===== config.mk =====
export PLATFORM = sky130hd
export DESIGN_NAME = jtag_host_seq_flat
export DESIGN_NICKNAME = d
export VERILOG_FILES = /design/src/rtl/jtag_host_seq_if.sv /design/src/rtl/jtag_host_seq.sv /design/src/flat_wrapper.sv
export SDC_FILE = /design/constraint.sdc
export NUM_CORES = 1
export LEC_CHECK = 0
export ABC_CLOCK_PERIOD_IN_PS = 2200
export CELL_PAD_IN_SITES_DETAIL_PLACEMENT = 0
export CELL_PAD_IN_SITES_GLOBAL_PLACEMENT = 2
export CORE_AREA = 5 5 106 108
export CTS_CLUSTER_DIAMETER = 50
export DETAILED_ROUTE_END_ITERATION = 16
export DIE_AREA = 0 0 111 113
export PLACE_DENSITY = 0.8
export SETUP_SLACK_MARGIN = 0.1
export SYNTH_ARGS = -nofsm -noshare
export SYNTH_HDL_FRONTEND = slang
export SYNTH_SLANG_ARGS = --single-unit

===== constraint.sdc =====
create_clock -name clk -period 2.2 [get_ports clk]
set_input_delay 0.22 -clock clk [delete_from_list [all_inputs] [get_ports clk]]
set_output_delay 0.22 -clock clk [all_outputs]
set_load 0.05 [all_outputs]

===== src/rtl/jtag_host_seq_if.sv =====
`default_nettype none
// ============================================================================
// jtag_host_seq_if
// Request/response bus and JTAG pin bundle for the JTAG host sequencer.
// Revision: 1.0
// ============================================================================
interface jtag_host_seq_if #(
  parameter int MAX_LEN = 16,
  parameter int LW      = $clog2(MAX_LEN + 1)
) ();
  logic               start;
  logic               is_ir;
  logic [LW-1:0]      len;
  logic [MAX_LEN-1:0] wdata;
  logic               tap_rst;
  logic               busy;
  logic               done;
  logic [MAX_LEN-1:0] rdata;
  logic               tck_o;
  logic               tms_o;
  logic               tdi_o;
  logic               tdo_i;

  modport master (
    output start, is_ir, len, wdata, tap_rst, tdo_i,
    input  busy, done, rdata, tck_o, tms_o, tdi_o
  );

  modport slave (
    input  start, is_ir, len, wdata, tap_rst, tdo_i,
    output busy, done, rdata, tck_o, tms_o, tdi_o
  );
endinterface
`default_nettype wire


===== src/rtl/jtag_host_seq.sv =====
`default_nettype none
// ============================================================================
// jtag_host_seq
// Runs one IR/DR scan (Idle -> Shift -> Update -> Idle) or a TAP reset walk
// on the JTAG pins, with TCK divided down from the system clock.
// Revision: 1.0
// ============================================================================
module jtag_host_seq #(
  parameter int CLK_DIV = 2,
  parameter int MAX_LEN = 16,
  parameter int LW      = $clog2(MAX_LEN + 1)
) (
  input  wire logic         clk,
  input  wire logic         rst_n,
  jtag_host_seq_if.slave    bus
);

  localparam int                  c_cnt_w    = (CLK_DIV > 1) ? $clog2(2 * CLK_DIV) : 1;
  localparam int                  c_sw       = (LW > 3) ? LW : 3;
  localparam logic [c_cnt_w-1:0]  c_rise_cnt = c_cnt_w'(CLK_DIV - 1);
  localparam logic [c_cnt_w-1:0]  c_last_cnt = c_cnt_w'(2 * CLK_DIV - 1);
  localparam logic [LW-1:0]       c_max_len  = LW'(MAX_LEN);

  typedef enum logic [2:0] {
    ST_RST_SEQ = 3'd0,
    ST_IDLE    = 3'd1,
    ST_HEAD    = 3'd2,
    ST_SHIFT   = 3'd3,
    ST_TAIL    = 3'd4,
    ST_FIN     = 3'd5
  } state_t;

  state_t             r_state, w_state;
  logic [c_cnt_w-1:0] r_cnt, w_cnt;
  logic [c_sw-1:0]    r_step, w_step;
  logic               r_ir, w_ir;
  logic [LW-1:0]      r_len, w_len;
  logic [MAX_LEN-1:0] r_wdata, w_wdata;
  logic               r_tck, w_tck;
  logic               r_tms, w_tms;
  logic               r_tdi, w_tdi;
  logic               r_busy, w_busy;
  logic               r_done, w_done;
  logic [MAX_LEN-1:0] r_rdata, w_rdata;

  logic               w_accept_rst;
  logic               w_accept_scan;
  logic [LW-1:0]      w_len_in;
  logic [c_sw-1:0]    w_head_last;
  logic [c_sw-1:0]    w_shift_last;

  assign w_accept_rst  = bus.tap_rst & ~r_busy;
  assign w_accept_scan = bus.start & ~bus.tap_rst & ~r_busy;
  assign w_len_in      = (bus.len > c_max_len) ? c_max_len : bus.len;
  assign w_head_last   = r_ir ? c_sw'(3) : c_sw'(2);
  assign w_shift_last  = c_sw'(r_len) - c_sw'(1);

  always_ff @(posedge clk or negedge rst_n) begin
    if (!rst_n) begin
      r_state <= ST_RST_SEQ;
      r_cnt   <= '0;
      r_step  <= '0;
      r_ir    <= 1'b0;
      r_len   <= '0;
      r_wdata <= '0;
      r_tck   <= 1'b0;
      r_tms   <= 1'b1;
      r_tdi   <= 1'b0;
      r_busy  <= 1'b1;
      r_done  <= 1'b0;
      r_rdata <= '0;
    end else begin
      r_state <= w_state;
      r_cnt   <= w_cnt;
      r_step  <= w_step;
      r_ir    <= w_ir;
      r_len   <= w_len;
      r_wdata <= w_wdata;
      r_tck   <= w_tck;
      r_tms   <= w_tms;
      r_tdi   <= w_tdi;
      r_busy  <= w_busy;
      r_done  <= w_done;
      r_rdata <= w_rdata;
    end
  end

  always_comb begin
    w_state = r_state;
    w_cnt   = r_cnt;
    w_step  = r_step;
    w_ir    = r_ir;
    w_len   = r_len;
    w_wdata = r_wdata;
    w_tck   = r_tck;
    w_tms   = r_tms;
    w_tdi   = r_tdi;
    w_busy  = r_busy;
    w_done  = 1'b0;
    w_rdata = r_rdata;

    case (r_state)
      ST_IDLE, ST_FIN: begin
        if (w_accept_rst) begin
          w_state = ST_RST_SEQ;
          w_cnt   = '0;
          w_step  = '0;
          w_tck   = 1'b0;
          w_tms   = 1'b1;
          w_tdi   = 1'b0;
          w_busy  = 1'b1;
        end else if (w_accept_scan) begin
          w_ir    = bus.is_ir;
          w_len   = w_len_in;
          w_wdata = bus.wdata;
          w_rdata = '0;
          w_cnt   = '0;
          w_step  = '0;
          if (w_len_in == '0) begin
            // Zero-length scan: no pin activity, complete immediately.
            w_state = ST_FIN;
            w_done  = 1'b1;
          end else begin
            w_state = ST_HEAD;
            w_tck   = 1'b0;
            w_tms   = 1'b1;
            w_tdi   = 1'b0;
            w_busy  = 1'b1;
          end
        end else if (r_state == ST_FIN) begin
          w_state = ST_IDLE;
        end
      end

      ST_RST_SEQ, ST_HEAD, ST_SHIFT, ST_TAIL: begin
        if (r_cnt == c_rise_cnt) begin
          w_tck = 1'b1;
          w_cnt = r_cnt + c_cnt_w'(1);
          if (r_state == ST_SHIFT)
            w_rdata = r_rdata | (MAX_LEN'(bus.tdo_i) << r_step);
        end else if (r_cnt == c_last_cnt) begin
          // End of a TCK period: set up TMS/TDI for the next low phase.
          w_tck  = 1'b0;
          w_cnt  = '0;
          w_tdi  = 1'b0;
          w_step = r_step + c_sw'(1);
          case (r_state)
            ST_RST_SEQ: begin
              if (r_step == c_sw'(5)) begin
                w_state = ST_IDLE;
                w_step  = '0;
                w_busy  = 1'b0;
              end else begin
                w_tms = (r_step != c_sw'(4));
              end
            end
            ST_HEAD: begin
              if (r_step == w_head_last) begin
                w_state = ST_SHIFT;
                w_step  = '0;
                w_tms   = (r_len == LW'(1));
                w_tdi   = r_wdata[0];
              end else begin
                w_tms = r_ir && (r_step == '0);
              end
            end
            ST_SHIFT: begin
              if (r_step == w_shift_last) begin
                w_state = ST_TAIL;
                w_step  = '0;
                w_tms   = 1'b1;
              end else begin
                w_wdata = r_wdata >> 1;
                w_tdi   = r_wdata[1];
                w_tms   = ((r_step + c_sw'(1)) == w_shift_last);
              end
            end
            default: begin
              if (r_step == c_sw'(1)) begin
                w_state = ST_FIN;
                w_step  = '0;
                w_busy  = 1'b0;
                w_done  = 1'b1;
              end else begin
                w_tms = 1'b0;
              end
            end
          endcase
        end else begin
          w_cnt = r_cnt + c_cnt_w'(1);
        end
      end

      default: begin
        w_state = ST_IDLE;
      end
    endcase
  end

  assign bus.busy  = r_busy;
  assign bus.done  = r_done;
  assign bus.rdata = r_rdata;
  assign bus.tck_o = r_tck;
  assign bus.tms_o = r_tms;
  assign bus.tdi_o = r_tdi;

endmodule
`default_nettype wire

===== src/flat_wrapper.sv =====
// flat-port wrapper written by rule: the top's interface ports become plain ports
module jtag_host_seq_flat 
#(
  parameter int CLK_DIV = 2,
  parameter int MAX_LEN = 16,
  parameter int LW      = $clog2(MAX_LEN + 1)
)
  (clk, rst_n, bus_start, bus_is_ir, bus_len, bus_wdata, bus_tap_rst, bus_tdo_i, bus_busy, bus_done, bus_rdata, bus_tck_o, bus_tms_o, bus_tdi_o);
  jtag_host_seq_if #(.MAX_LEN(MAX_LEN), .LW(LW)) bus_i ();
  input  wire logic clk;
  input  wire logic rst_n;
  input wire logic [$bits(bus_i.start)-1:0] bus_start;
  input wire logic [$bits(bus_i.is_ir)-1:0] bus_is_ir;
  input wire logic [$bits(bus_i.len)-1:0] bus_len;
  input wire logic [$bits(bus_i.wdata)-1:0] bus_wdata;
  input wire logic [$bits(bus_i.tap_rst)-1:0] bus_tap_rst;
  input wire logic [$bits(bus_i.tdo_i)-1:0] bus_tdo_i;
  output wire logic [$bits(bus_i.busy)-1:0] bus_busy;
  output wire logic [$bits(bus_i.done)-1:0] bus_done;
  output wire logic [$bits(bus_i.rdata)-1:0] bus_rdata;
  output wire logic [$bits(bus_i.tck_o)-1:0] bus_tck_o;
  output wire logic [$bits(bus_i.tms_o)-1:0] bus_tms_o;
  output wire logic [$bits(bus_i.tdi_o)-1:0] bus_tdi_o;
  assign bus_i.start = bus_start;
  assign bus_i.is_ir = bus_is_ir;
  assign bus_i.len = bus_len;
  assign bus_i.wdata = bus_wdata;
  assign bus_i.tap_rst = bus_tap_rst;
  assign bus_i.tdo_i = bus_tdo_i;
  assign bus_busy = bus_i.busy;
  assign bus_done = bus_i.done;
  assign bus_rdata = bus_i.rdata;
  assign bus_tck_o = bus_i.tck_o;
  assign bus_tms_o = bus_i.tms_o;
  assign bus_tdi_o = bus_i.tdi_o;
  jtag_host_seq #(.CLK_DIV(CLK_DIV), .MAX_LEN(MAX_LEN), .LW(LW)) u_core (.clk(clk), .rst_n(rst_n), .bus(bus_i));
endmodule

==> results.json, run 1 <==
{
  "syn_nets": 346,
  "max_freq_mhz": 508.6,
  "wl_mm": 7.660,
  "synth-edff-count": 0,
  "seq_area_mm2": 0.001331,
  "cts_buffers": 5,
  "fin_setup_tns_ps": 0,
  "setup_viol": 0,
  "dp.final_hpwl_mm": 5.761,
  "final_hold_viol_count": 0,
  "synth_top_area_frac": 0.4289,
  "pwr-share-clk": 0.140,
  "dr.first_iter.drc_count": 86,
  "cts_root_buffer": "clkbuf_8",
  "grt_overflow": 0,
  "synth_xor_xnor_area_share": 0.05509,
  "area_growth_pct": 29.52,
  "worstPathArrival_ps": 2220,
  "remaining_drc_errors": 0,
  "placedCellCount": 499,
  "track_usage": 0.1239,
  "worstPathRequired_ps": 2450,
  "min_period_over_period": 0.8937,
  "synth_adder_area_share": 0.02944,
  "synth_mux_area_frac": 0.07443,
  "grt_pass1_vias": 2421,
  "synth_cells": 312,
  "grt_use_met1": 0.1726,
  "grt_setup_unrepaired": "no",
  "core_mm2": 0.01014,
  "fin_nets": 405,
  "post-cts-setup-buffers": 0,
  "die-height_um": 113,
  "use_met3": 0.02139,
  "fill_cells": 1031,
  "async_reset_ff_frac": 1.000,
  "gp_congestion": 0.8016,
  "synth_compound_area_frac": 0.1543,
  "sw_frac_of_total": 0.4286,
  "rrSetupSlack_ps": 230,
  "ys_types": 62,
  "die_w_um": 111,
  "clk_pin_slew_worst_paths_ps": 100,
  "start_util": 0.2935,
  "end_kind": "flip-flop",
  "clkLatencyLatePin_ps": 310,
  "instances_no_fill": 508,
  "intPower_w": 0.002844,
  "antenna_found_initial": 0,
  "p_sw_w": 0.002133,
  "critPathMaxFanout": 4,
  "syn_area_per_cell_um2": 9.536,
  "fp-row-count": 37,
  "finalPower_w": 0.004977,
  "cts_tree": "yes",
  "min_period_ps": 1966,
  "grt_pass1_wl_mm": 12.72,
  "slew_headroom": 0.5906,
  "first_pass_iters": 4,
  "vias_per_cell": 4.783,
  "synth_most_common_cell": "dfrtp_1",
  "p_leak_nw": 1.693,
  "final.setup.worst_slack_ps": 233.9,
  "wl_per_cell_um": 15.08,
  "status": "complete, no violations",
  "fin_util": 0.3801,
  "num_antenna_cells": 0,
  "combPwrFrac": 0.553,
  "holdCritPathClass": "primary input to flip-flop",
  "slew_viol_final": 0,
  "cp-start-kind": "flip-flop",
  "top_usage_layer": "met2",
  "cap_violations": 0,
  "die_area_mm2": 0.01254,
  "seq_power_share": 0.307,
  "postRouteAntennaNets": 0,
  "multi_input_area_mm2": 0.001509,
  "grt_max_degree": 32,
  "max_slew.worst_pin.slew_ps": 614.1,
  "vias": 2430,
  "powerDensity_mw_per_mm2": 1292,
  "synth_largest_area_cell": "dfrtp_1",
  "ys_warn_count": 0,
  "synth_area_mm2": 0.002975,
  "cts.sink_count": 53,
  "ioPinCount": 48,
  "ys_ff_latch": 53,
  "htreeDepth": 2,
  "yosys.area_share.simple": 0.1918,
  "max-clock-path-buffers": 2,
  "port_buffers": 47,
  "ys_seq_area_frac": 0.4466,
  "synth_common_cells": "dfrtp_1 (51), nand2_1 (47), o21ai_0 (26)",
  "finalClockSkew_ps": 6.470,
  "synth_top_family_by_area": "simple AND/OR/NAND/NOR gates",
  "synth_ff_type": "dfrtp_1",
  "setup.worst_path.class": "flip-flop to flip-flop",
  "drive_gt1_frac": 0.1344,
  "pre_cts_ws_ps": -19.52,
  "synth_top_cells_by_area": "dfrtp_1 (43%), mux2i_1 (6.1%), nand2_1 (5.9%)",
  "grtUsageMet2": 0.1950,
  "peakVddDrop_mv": 0.3963
}
metrics by stage:
stage | hold WS [ps] | area, um^2
6_report | 433.8 | 3854
5_1_grt | 449.8 | 3854
4_1_cts | 418.1 | 3845
3_5_place_dp | 273.5 | 3719
3_3_place_gp | 265.6 | 3719
2_1_floorplan | -75.59 | 2975
sequential cells by signal, summed over array words and instances (netlist names):
signal	count
u_core.bus.rdata	16
u_core.r_wdata	16
u_core.r_len	5
u_core.r_step	5
u_core.r_state	3
u_core.r_cnt	2
u_core.bus.busy	1
u_core.bus.done	1
u_core.bus.tck_o	1
u_core.bus.tdi_o	1
u_core.bus.tms_o	1
u_core.r_ir	1
worst paths after layout:
path                                        to               from  cells past startpoint
max                           u_core.bus.tms_o    u_core.r_cnt[0]                      7
min                                u_core.r_ir          bus_is_ir                      3
max reg2reg                   u_core.bus.tms_o    u_core.r_cnt[0]                      7
min reg2reg                  u_core.r_wdata[8]  u_core.r_wdata[8]                      2
max in group asynchronous     u_core.bus.tms_o              rst_n                      3
min in group asynchronous  u_core.bus.rdata[0]              rst_n                      2
power by group through the flow:
stage / clock network (W) / registers, W / logic, W
2_1_floorplan: 0 / 0.00166 / 0.00182
3_3_place_gp: 0 / 0.00154 / 0.00274
3_5_place_dp: 0 / 0.00154 / 0.00276
4_1_cts: 0.000724 / 0.00152 / 0.00277
5_1_grt: 0.000765 / 0.00157 / 0.00304
6_report: 0.000697 / 0.00153 / 0.00275
per-layer routing:
layer  up-vias  wire, um
met1      1179      3672
met3         9       228
met5         -         0
met2        40      3588
met4         0       170
li1       1202         -
what timing repair did:
| action | 4_1_cts | 5_1_grt |
|---|---|---|
| setup endpoints to repair | 17 | 26 |
| resized for setup | 0 | 4 |
| hold endpoints to repair | 25 | 0 |
| gates cloned | 0 | 0 |
| hold buffers | 1 | 0 |
| pin swaps | 1 | 1 |
area by class of cell:
class,count,share of cell area
multi-input combinational,229,0.3916
sequential,53,0.3455
timing repair buffer,71,0.1779
tap,136,0.04416
clock buffer,5,0.01786
clock inverter,3,0.01234
inverter,11,0.01071
kinds of logic (layout without fill, tap and decap cells):
family                   after synthesis  after routing
AO/OA/AOI/OAI                         71             71
XOR/XNOR                              17             17
adder cells (fa/ha/maj)                7              7
buffers and inverters                 30             90
flip-flops                            53             53
multiplexers                          21             21
AND/OR/NAND/NOR                      113            113
worst max-delay path: stages (launching register included):
cell	delay, ps
dfrtp_1	420
ha_1	250
nand2b_1	210
nand2_1	130
or3b_1	400
a41oi_1	220
mux2i_1	210
nand2_1	60
layout by cell type (no fill, tap or decap), types with 11 or more instances in the layout:
cell type / synthesis / final
a21oi_1: 14 / 14
buf_4: 2 / 20
clkdlybuf4s50_1: 0 / 46
dfrtp_1: 51 / 49
inv_1: 11 / 11
mux2i_1: 18 / 18
nand2_1: 47 / 47
nor2_1: 24 / 24
o21ai_0: 26 / 26
xnor2_1: 11 / 11
(Power assumes the default switching activity.)
==> inputs of run 2 (changes only) <==
--- a/config.mk
+++ b/config.mk
@@ -12,7 +12,7 @@
 export CTS_CLUSTER_DIAMETER = 50
 export DETAILED_ROUTE_END_ITERATION = 16
 export DIE_AREA = 0 0 111 113
-export PLACE_DENSITY = 0.8
+export PLACE_DENSITY_LB_ADDON = 0.05
 export SETUP_SLACK_MARGIN = 0.1
 export SYNTH_ARGS = -nofsm -noshare
 export SYNTH_HDL_FRONTEND = slang
==> results.json, run 2 (same netlist as run 1, synthesis figures left out) <==
{
  "slew_headroom": 0.5238,
  "wl_per_cell_um": 15.98,
  "gp_congestion": 0.7730,
  "htreeDepth": 2,
  "first_pass_iters": 4,
  "grt_setup_unrepaired": "no",
  "vias_per_cell": 4.724,
  "max_freq_mhz": 503.0,
  "cts_root_buffer": "clkbuf_8",
  "cts_buffers": 5,
  "status": "complete, no violations",
  "cts_tree": "yes",
  "antenna_found_initial": 0,
  "drive_gt1_frac": 0.1413,
  "port_buffers": 47,
  "fin_nets": 408,
  "clk_pin_slew_worst_paths_ps": 110,
  "instances_no_fill": 511,
  "grt_pass1_vias": 2500,
  "seq_area_mm2": 0.001330,
  "max_stage_delay_ps": 390,
  "vias": 2414,
  "fin_util": 0.3769,
  "remaining_drc_errors": 0,
  "area_growth_pct": 28.43,
  "cp_slowest_cell": "dfrtp_1",
  "peakVddDrop_mv": 0.6000,
  "finalHoldWorstSlack_ps": 15.92,
  "min_period_over_period": 0.9037,
  "num_antenna_cells": 0,
  "final_area_mm2": 0.003821,
  "cts.sink_count": 53,
  "multi_input_area_mm2": 0.001509,
  "holdCritPathClass": "primary input to asynchronous set/reset pin",
  "core_mm2": 0.01014,
  "post_dp_cell_area_mm2": 0.003724,
  "max_slew.worst_pin.slew_ps": 714.3,
  "postRouteAntennaNets": 0,
  "min_period_ps": 1988,
  "final_hold_viol_count": 0,
  "layout.cells.most_common": "dfrtp_1",
  "powerDensity_mw_per_mm2": 1291,
  "critPathMaxFanout": 5,
  "reg2reg_from": "u_core.r_len[1]",
  "worstPathArrival_ps": 2200,
  "grt_pass1_wl_mm": 13.70,
  "path_cells": "inv_1, ha_1, xnor2_1, nor3_2, and3_4, o2111ai_2, mux2_4",
  "p_leak_nw": 1.690,
  "ioPinCount": 48,
  "die_area_mm2": 0.01254,
  "fin_setup_tns_ps": 0,
  "max-clock-path-buffers": 2,
  "final_cell_mix": "dfrtp_1 (50), nand2_1 (47), clkdlybuf4s50_1 (46), o21ai_0 (26), buf_4 (26)",
  "clkLatencyLatePin_ps": 310,
  "grt_max_degree": 54,
  "r2r_cells": 7,
  "fill_cells": 1014,
  "dp.final_hpwl_mm": 6.082,
  "fp-row-count": 37,
  "grt_overflow": 0,
  "die-height_um": 113,
  "dr.first_iter.drc_count": 52,
  "die_w_um": 111,
  "placedCellCount": 503,
  "cp-start-kind": "flip-flop",
  "cap_violations": 0,
  "slew_viol_final": 0,
  "r2r_end": "u_core.r_state[0]",
  "track_usage": 0.1357,
  "start_util": 0.2935,
  "rrSetupSlack_ps": 210,
  "hold_buffers": 0,
  "worstPathRequired_ps": 2410,
  "setup.worst_path.class": "flip-flop to flip-flop",
  "setup_viol": 0,
  "end_kind": "flip-flop",
  "finalClockSkew_ps": 3.534,
  "wl_mm": 8.164
}
run 2: cell types whose count changed in the layout (fill, tap and decap cells not counted), sizes merged:
cell	change
buf	+4
bufinv	-1
clkinv	+1
clkinvlp	+1
dlygate4sd3	-1
inv	-1
run 2: cell type report:
cell class                      instances  area share
Tap cell                              136     0.04453
Sequential cell                        53      0.3481
Timing Repair Buffer                   74      0.1781
Clock inverter                          3    0.005566
Clock buffer                            5     0.01801
Inverter                               11     0.01081
Multi-Input combinational cell        229      0.3949
run 2: worst max-delay path by stage:
stage,from,to,slack (ps)
floorplan,u_core.r_len[0],u_core.r_state[0],150
global placement,bus_len[2],u_core.bus.tms_o,-9
detailed placement,bus_len[2],u_core.bus.tms_o,-110
CTS,u_core.r_len[1],u_core.r_state[0],140
global route,u_core.r_cnt[1],u_core.bus.tms_o,110
finish,u_core.r_len[1],u_core.r_state[0],210
run 2: worst max-delay path: cells and delay by family (launching register included):
kind            cells  cell delay, ps
fa+ha+maj           1             270
xor+xnor            1             150
simple gates        2             480
buf+inv             1             100
mux                 1             320
compound gates      1             170
flops               1             390
run 2: power by group:
part / total (W) / internal (W) / leakage [nW] / switching [W]
registers: 0.00157 / 0.00127 / 0.696 / 0.000299
clock network: 0.000591 / 0.000227 / 0.0445 / 0.000364
logic: 0.00277 / 0.00126 / 0.950 / 0.00152
run 2: what timing repair did:
item	CTS	global route
cloned	0	0
buffers inserted	0	0
pin swaps	3	0
setup endpoints to repair	19	32
resized for setup	0	3
run 2: per-stage QoR:
step | worst slack (ps) | total power, W
floorplan | 148.5 | 0.003480
global placement | -8.801 | 0.004427
detailed placement | -112.1 | 0.004380
CTS | 144.4 | 0.004995
global route | 108.6 | 0.005346
finish | 211.8 | 0.004931
run 2: metal layers:
metal | track usage | share of wire | vias to the layer above
met5 | 0 | 0 | -
met4 | 0.03530 | 0.0096 | 0
met3 | 0.02567 | 0.030 | 7
met2 | 0.2087 | 0.45 | 33
met1 | 0.1962 | 0.51 | 1162
li1 | - | - | 1212
